===== config.mk =====
export PLATFORM = sky130hd
export DESIGN_NAME = reg_wb_scheduler_flat
export DESIGN_NICKNAME = d
export VERILOG_FILES = /design/src/rtl/reg_pkg.sv /design/src/rtl/reg_wb_scheduler_if.sv /design/src/rtl/reg_scoreboard.sv /design/src/rtl/reg_wb_scheduler.sv /design/src/flat_wrapper.sv
export SDC_FILE = /design/constraint.sdc
export NUM_CORES = 1
export LEC_CHECK = 0
export BUFFER_PORTS_ARGS = -buffer_cell sky130_fd_sc_hd__buf_2
export CAP_MARGIN = 10
export CORE_MARGIN = 5
export CORE_UTILIZATION = 54
export DETAILED_ROUTE_END_ITERATION = 8
export PLACE_DENSITY = 0.88
export SETUP_SLACK_MARGIN = 0.1
export SLEW_MARGIN = 20
export SYNTH_ARGS = -nofsm -noshare
export SYNTH_HDL_FRONTEND = slang
export SYNTH_SLANG_ARGS = --single-unit

===== constraint.sdc =====
create_clock -name clk -period 3.5 [get_ports clk]
set_input_delay 0.7 -clock clk [delete_from_list [all_inputs] [get_ports clk]]
set_output_delay 0.7 -clock clk [all_outputs]
set_load 0.1 [all_outputs]

===== src/rtl/reg_pkg.sv =====
// reg_pkg: shared sizes, types and helpers for the register writeback scheduler.
package reg_pkg;
    localparam int NUM_REGS     = 32;
    localparam int IDX_W        = 5;
    localparam int REG_W        = 16;
    localparam int STARVE_LIMIT = 4;
    localparam int CNT_W        = 3;

    typedef logic [IDX_W-1:0]    idx_t;
    typedef logic [REG_W-1:0]    data_t;
    typedef logic [CNT_W-1:0]    cnt_t;
    typedef logic [NUM_REGS-1:0] vec_t;

    typedef enum logic [1:0] {GNT_NONE, GNT_ALU, GNT_LD} gnt_e;

    function automatic vec_t idx_mask(input idx_t idx, input logic en);
        vec_t one;
        one = {{(NUM_REGS-1){1'b0}}, 1'b1};
        return en ? (one << idx) : '0;
    endfunction
endpackage


===== src/rtl/reg_wb_scheduler_if.sv =====
// reg_wb_if: ALU and load writeback request channels (valid/ready with index and data).
interface reg_wb_if import reg_pkg::*; ();
    logic  alu_valid;
    idx_t  alu_index;
    data_t alu_data;
    logic  alu_ready;
    logic  ld_valid;
    idx_t  ld_index;
    data_t ld_data;
    logic  ld_ready;

    modport master (
        output alu_valid, alu_index, alu_data, ld_valid, ld_index, ld_data,
        input  alu_ready, ld_ready
    );
    modport slave (
        input  alu_valid, alu_index, alu_data, ld_valid, ld_index, ld_data,
        output alu_ready, ld_ready
    );
endinterface


===== src/rtl/reg_scoreboard.sv =====
// reg_scoreboard: busy bit per destination register plus two RAW query/forward ports.
module reg_scoreboard import reg_pkg::*; (
    input  logic clk,
    input  logic rst_n,
    input  logic mark_valid,
    input  idx_t mark_index,
    input  logic clr_valid,
    input  idx_t clr_index,
    input  idx_t query_index1,
    input  idx_t query_index2,
    output logic query_busy1,
    output logic query_busy2,
    output logic fwd_hit1,
    output logic fwd_hit2,
    output vec_t busy_vec
);
    vec_t busy_q, busy_d;

    // Mark applied after clear so a new producer wins a same-index collision.
    always_comb begin
        busy_d = (busy_q & ~idx_mask(clr_index, clr_valid)) | idx_mask(mark_index, mark_valid);
    end

    always_ff @(posedge clk or negedge rst_n) begin
        if (!rst_n) busy_q <= '0;
        else        busy_q <= busy_d;
    end

    assign fwd_hit1    = clr_valid && (clr_index == query_index1);
    assign fwd_hit2    = clr_valid && (clr_index == query_index2);
    assign query_busy1 = busy_q[query_index1] && !fwd_hit1;
    assign query_busy2 = busy_q[query_index2] && !fwd_hit2;
    assign busy_vec    = busy_q;
endmodule


===== src/rtl/reg_wb_scheduler.sv =====
// reg_wb_scheduler: load-priority arbiter with ALU anti-starvation for the single
// register-file write port, plus a destination scoreboard for RAW detection.
module reg_wb_scheduler import reg_pkg::*; (
    input  logic     clk,
    input  logic     rst_n,
    reg_wb_if.slave  bus,
    input  logic     wb_hold,
    input  logic     mark_valid,
    input  idx_t     mark_index,
    input  idx_t     query_index1,
    input  idx_t     query_index2,
    output logic     query_busy1,
    output logic     query_busy2,
    output logic     fwd_hit1,
    output logic     fwd_hit2,
    output logic     wb_enable,
    output idx_t     wb_index,
    output data_t    wb_data,
    output vec_t     busy_vec
);
    cnt_t  cnt_q, cnt_d;
    logic  wb_en_q, wb_en_d;
    idx_t  wb_idx_q, wb_idx_d;
    data_t wb_data_q, wb_data_d;
    gnt_e  gnt;
    logic  starved;

    assign starved = (cnt_q == cnt_t'(STARVE_LIMIT));

    // Readies depend only on the valids, hold, reset and the counter.
    always_comb begin
        gnt = (!rst_n || wb_hold)                            ? GNT_NONE :
              (bus.alu_valid && (!bus.ld_valid || starved))  ? GNT_ALU  :
              bus.ld_valid                                   ? GNT_LD   : GNT_NONE;
    end

    assign bus.alu_ready = (gnt == GNT_ALU);
    assign bus.ld_ready  = (gnt == GNT_LD);

    always_comb begin
        cnt_d     = cnt_q;
        if (gnt == GNT_ALU)                 cnt_d = '0;
        else if (bus.alu_valid && !starved) cnt_d = cnt_q + cnt_t'(1);
        wb_en_d   = (gnt != GNT_NONE);
        wb_idx_d  = (gnt == GNT_ALU) ? bus.alu_index : (gnt == GNT_LD) ? bus.ld_index : wb_idx_q;
        wb_data_d = (gnt == GNT_ALU) ? bus.alu_data  : (gnt == GNT_LD) ? bus.ld_data  : wb_data_q;
    end

    always_ff @(posedge clk or negedge rst_n) begin
        if (!rst_n) begin
            cnt_q     <= '0;
            wb_en_q   <= 1'b0;
            wb_idx_q  <= '0;
            wb_data_q <= '0;
        end else begin
            cnt_q     <= cnt_d;
            wb_en_q   <= wb_en_d;
            wb_idx_q  <= wb_idx_d;
            wb_data_q <= wb_data_d;
        end
    end

    assign wb_enable = wb_en_q;
    assign wb_index  = wb_idx_q;
    assign wb_data   = wb_data_q;

    reg_scoreboard u_sb (
        .clk          (clk),
        .rst_n        (rst_n),
        .mark_valid   (mark_valid),
        .mark_index   (mark_index),
        .clr_valid    (wb_en_q),
        .clr_index    (wb_idx_q),
        .query_index1 (query_index1),
        .query_index2 (query_index2),
        .query_busy1  (query_busy1),
        .query_busy2  (query_busy2),
        .fwd_hit1     (fwd_hit1),
        .fwd_hit2     (fwd_hit2),
        .busy_vec     (busy_vec)
    );
endmodule


===== src/flat_wrapper.sv =====
// flat-port wrapper written by rule: the top's interface ports become plain ports
module reg_wb_scheduler_flat import reg_pkg::*;
  (clk, rst_n, wb_hold, mark_valid, mark_index, query_index1, query_index2, query_busy1, query_busy2, fwd_hit1, fwd_hit2, wb_enable, wb_index, wb_data, busy_vec, bus_alu_valid, bus_alu_index, bus_alu_data, bus_ld_valid, bus_ld_index, bus_ld_data, bus_alu_ready, bus_ld_ready);
  reg_wb_if bus_i ();
  input  logic clk;
  input  logic rst_n;
  input  logic wb_hold;
  input  logic mark_valid;
  input  idx_t mark_index;
  input  idx_t query_index1;
  input  idx_t query_index2;
  output logic query_busy1;
  output logic query_busy2;
  output logic fwd_hit1;
  output logic fwd_hit2;
  output logic wb_enable;
  output idx_t wb_index;
  output data_t wb_data;
  output vec_t busy_vec;
  input wire logic [$bits(bus_i.alu_valid)-1:0] bus_alu_valid;
  input wire logic [$bits(bus_i.alu_index)-1:0] bus_alu_index;
  input wire logic [$bits(bus_i.alu_data)-1:0] bus_alu_data;
  input wire logic [$bits(bus_i.ld_valid)-1:0] bus_ld_valid;
  input wire logic [$bits(bus_i.ld_index)-1:0] bus_ld_index;
  input wire logic [$bits(bus_i.ld_data)-1:0] bus_ld_data;
  output wire logic [$bits(bus_i.alu_ready)-1:0] bus_alu_ready;
  output wire logic [$bits(bus_i.ld_ready)-1:0] bus_ld_ready;
  assign bus_i.alu_valid = bus_alu_valid;
  assign bus_i.alu_index = bus_alu_index;
  assign bus_i.alu_data = bus_alu_data;
  assign bus_i.ld_valid = bus_ld_valid;
  assign bus_i.ld_index = bus_ld_index;
  assign bus_i.ld_data = bus_ld_data;
  assign bus_alu_ready = bus_i.alu_ready;
  assign bus_ld_ready = bus_i.ld_ready;
  reg_wb_scheduler u_core (.clk(clk), .rst_n(rst_n), .bus(bus_i), .wb_hold(wb_hold), .mark_valid(mark_valid), .mark_index(mark_index), .query_index1(query_index1), .query_index2(query_index2), .query_busy1(query_busy1), .query_busy2(query_busy2), .fwd_hit1(fwd_hit1), .fwd_hit2(fwd_hit2), .wb_enable(wb_enable), .wb_index(wb_index), .wb_data(wb_data), .busy_vec(busy_vec));
endmodule

==> run metrics <==
Die X=88.5 um; largest net degree at the start of global routing=58; core footprint=roughly 0.0060 sq mm; CTS root buffer=clkbuf_8; Total GRT Usage=27.1%; DR vias=3,241; io pins=123; number of cells after detailed placement=509; Slowest cell on crit path=mux4_1; status=completed; fin crit share=93.7%; clk buf depth=2; Worst Setup End Kind=output port; critical path's largest stage delay=0.57 ns; IO buf count=122; RSZ-0062 raised after global routing=false; Via density=around 6; Resize count post-CTS=0; Worst path most repeated cell=buf_2; Rows=28; CTS buffer count=9; Req. time, crit path=2.80 ns; H-tree depth=3; Final Util=71.6%; mean post-synth cell area=10.2 sq um; worst-case clock skew=0.0110 ns; most frequent cells in the layout=buf_2 (120), o21ai_0 (64), dfrtp_1 (45), mux2i_1 (27), nor2_1 (25); CTS tree=yes; antenna-violating nets left=0; synthesized area=0.00333 sq mm; first-pass GRT wire length=16,200 um; Pins Over Slew Limit=0; ys async rst share=100%; RD Place Congestion=0.965; Ys Warns=0; initial antenna violation count=0; number of synthesized flops with an enable pin=0; Final Critical Period=3.28 ns; Post-DP HPWL=around 7500 um; post-synthesis cell count=327; Worst EP arrival=2.58 ns; P&R area growth vs syn=28.1%; starting density of the core=55.9%; syn nets=396; Yosys reg bits=57; fillers=445; initial drt markers=around 310; fin nets=between 500 and 600; CP Class=input port to output port; worst-skew pair later-pin latency=roughly 0.33 ns; first drt pass iteration count=6; Setup Fix Bufs, Post-CTS=0; Max transition margin=53.1%; commonest non-fill, non-tap cell in the layout=buf_2; final hold viol count=0; Worst Tran Pin Value=~0.70 ns; # DRC=0; area of the die=0.00784 sq mm; Die Ht=88.5 um; CTS clk-pin slew, worst paths=about 0.07 ns; CP max FO=10; sequential-to-total area share from yosys stat=42.8%; number of diodes=0; vias in the first global route=~3,300; global route overflow=0; Final Instance Count excl. Fillers=about 530; routed wire length=just over 10,000 um; crit-path cells=buf_2 -> mux4_1 -> nor2b_1 -> a2111oi_0 -> buf_4 -> a2111oi_4 -> buf_2; dominant synthesized flop cell=dfrtp_1; Cell variety after synth=45; Max-Cap Viols=0; drt wl/cell=19.4 um; # hold bufs at CTS=0; critical path startpoint category=input port; Setup TNS=0 ns; Worst Hold Class=input port to asynchronous set/reset pin; count of final setup violators=0; clk sinks=57; layout cells sized above 1=about two fifths; highest clock rate=slightly above 300 MHz
## final cells by class
class | count | area (sq um) | area share (%)
clock inverters | 5 | 78.8 | 1.85
inverters | 6 | 22.5 | 0.528
clock buffers | 11 | 141 | 3.31
well taps | 75 | 93.8 | 2.20
repair buffers | 126 | 671 | 15.7
multi-input cells | 245 | 1820 | 42.6
flip-flops and latches | 57 | 1440 | 33.8
## state kept, by name, indices dropped and copies added (netlist names)
name                  cells
u_core.u_sb.busy_vec     32
u_core.wb_index           5
u_core.cnt_q              3
u_core.wb_data           16
u_core.wb_enable          1
## kinds of logic (layout without fill, tap and decap cells)
family                     after synthesis  count (layout)  synth area share, %
DFF                                     57              57                 42.8
buffers and inverters                   25             148                 3.27
adders and majority gates                6               6                 2.25
and+or+nand+nor                         88              88                 14.3
AOI/OAI and AO/OA                       99              99                 16.0
xor gates and xnor gates                10              10                 2.63
muxes                                   42              42                 18.7
## per-stage QoR
step / worst slack [ns] / hold slack, ns / cell area (sq um)
final: 0.220 / 0.503 / 4270
after global routing: 0.193 / 0.548 / 4270
after CTS: 0.253 / 0.523 / 4270
after detailed placement: 0.264 / 0.507 / 4050
after global placement: 0.246 / 0.500 / 4050
after floorplan: 0.0340 / 0.404 / 3370
## synth_stat cells (6+ instances only)
cell type,n,share of area (%)
a21oi_1,23,3.5
clkbuf_1,14,1.6
dfrtp_1,57,43
ha_1,6,2.3
inv_1,6,0.68
mux2i_1,27,8.1
mux4_1,7,5.5
mux4_2,7,4.7
nand2_1,10,1.1
nand2b_1,11,2.1
nand3_1,10,1.5
nand3b_1,6,1.4
nor2_1,25,2.8
o21ai_0,64,9.6
or2_2,7,1.3
xor2_1,8,2.1
## final timing paths
check / start / end / slack [ns] / depth (start not counted)
max: query_index2[0] / query_busy2 / 0.22 / 7
min: rst_n / u_core.wb_data[12]$_DFFE_PN0P_ / 0.50 / 2
max reg2reg: u_core.cnt_q[0]$_DFFE_PN0P_ / u_core.cnt_q[0]$_DFFE_PN0P_ / 1.29 / 11
min reg2reg: u_core.cnt_q[1]$_DFFE_PN0P_ / u_core.cnt_q[1]$_DFFE_PN0P_ / 0.52 / 2
max in group asynchronous: rst_n / u_core.u_sb.busy_vec[16]$_DFF_PN0_ / 2.47 / 2
min in group clk: u_core.cnt_q[1]$_DFFE_PN0P_ / u_core.cnt_q[1]$_DFFE_PN0P_ / 0.52 / 2
## layer usage
layer  GRT usage (%)  routed length [um]  vias up
met5               0                   0        -
met4            14.4                 399        0
met3            6.80                1030       45
met2            45.3                5080      228
met1            32.1                3650     1527
li1                -                   -     1441
## critical path, delay by kind of cell
family / cells / cell delay, ns
buffers and inverters: 3 / 0.73
muxes: 1 / 0.57
AOI/OAI and AO/OA: 2 / 0.43
and+or+nand+nor: 1 / 0.14
Power is not shown: default switching activity piles up to over one toggle a cycle in this logic, so the estimate is an artifact.
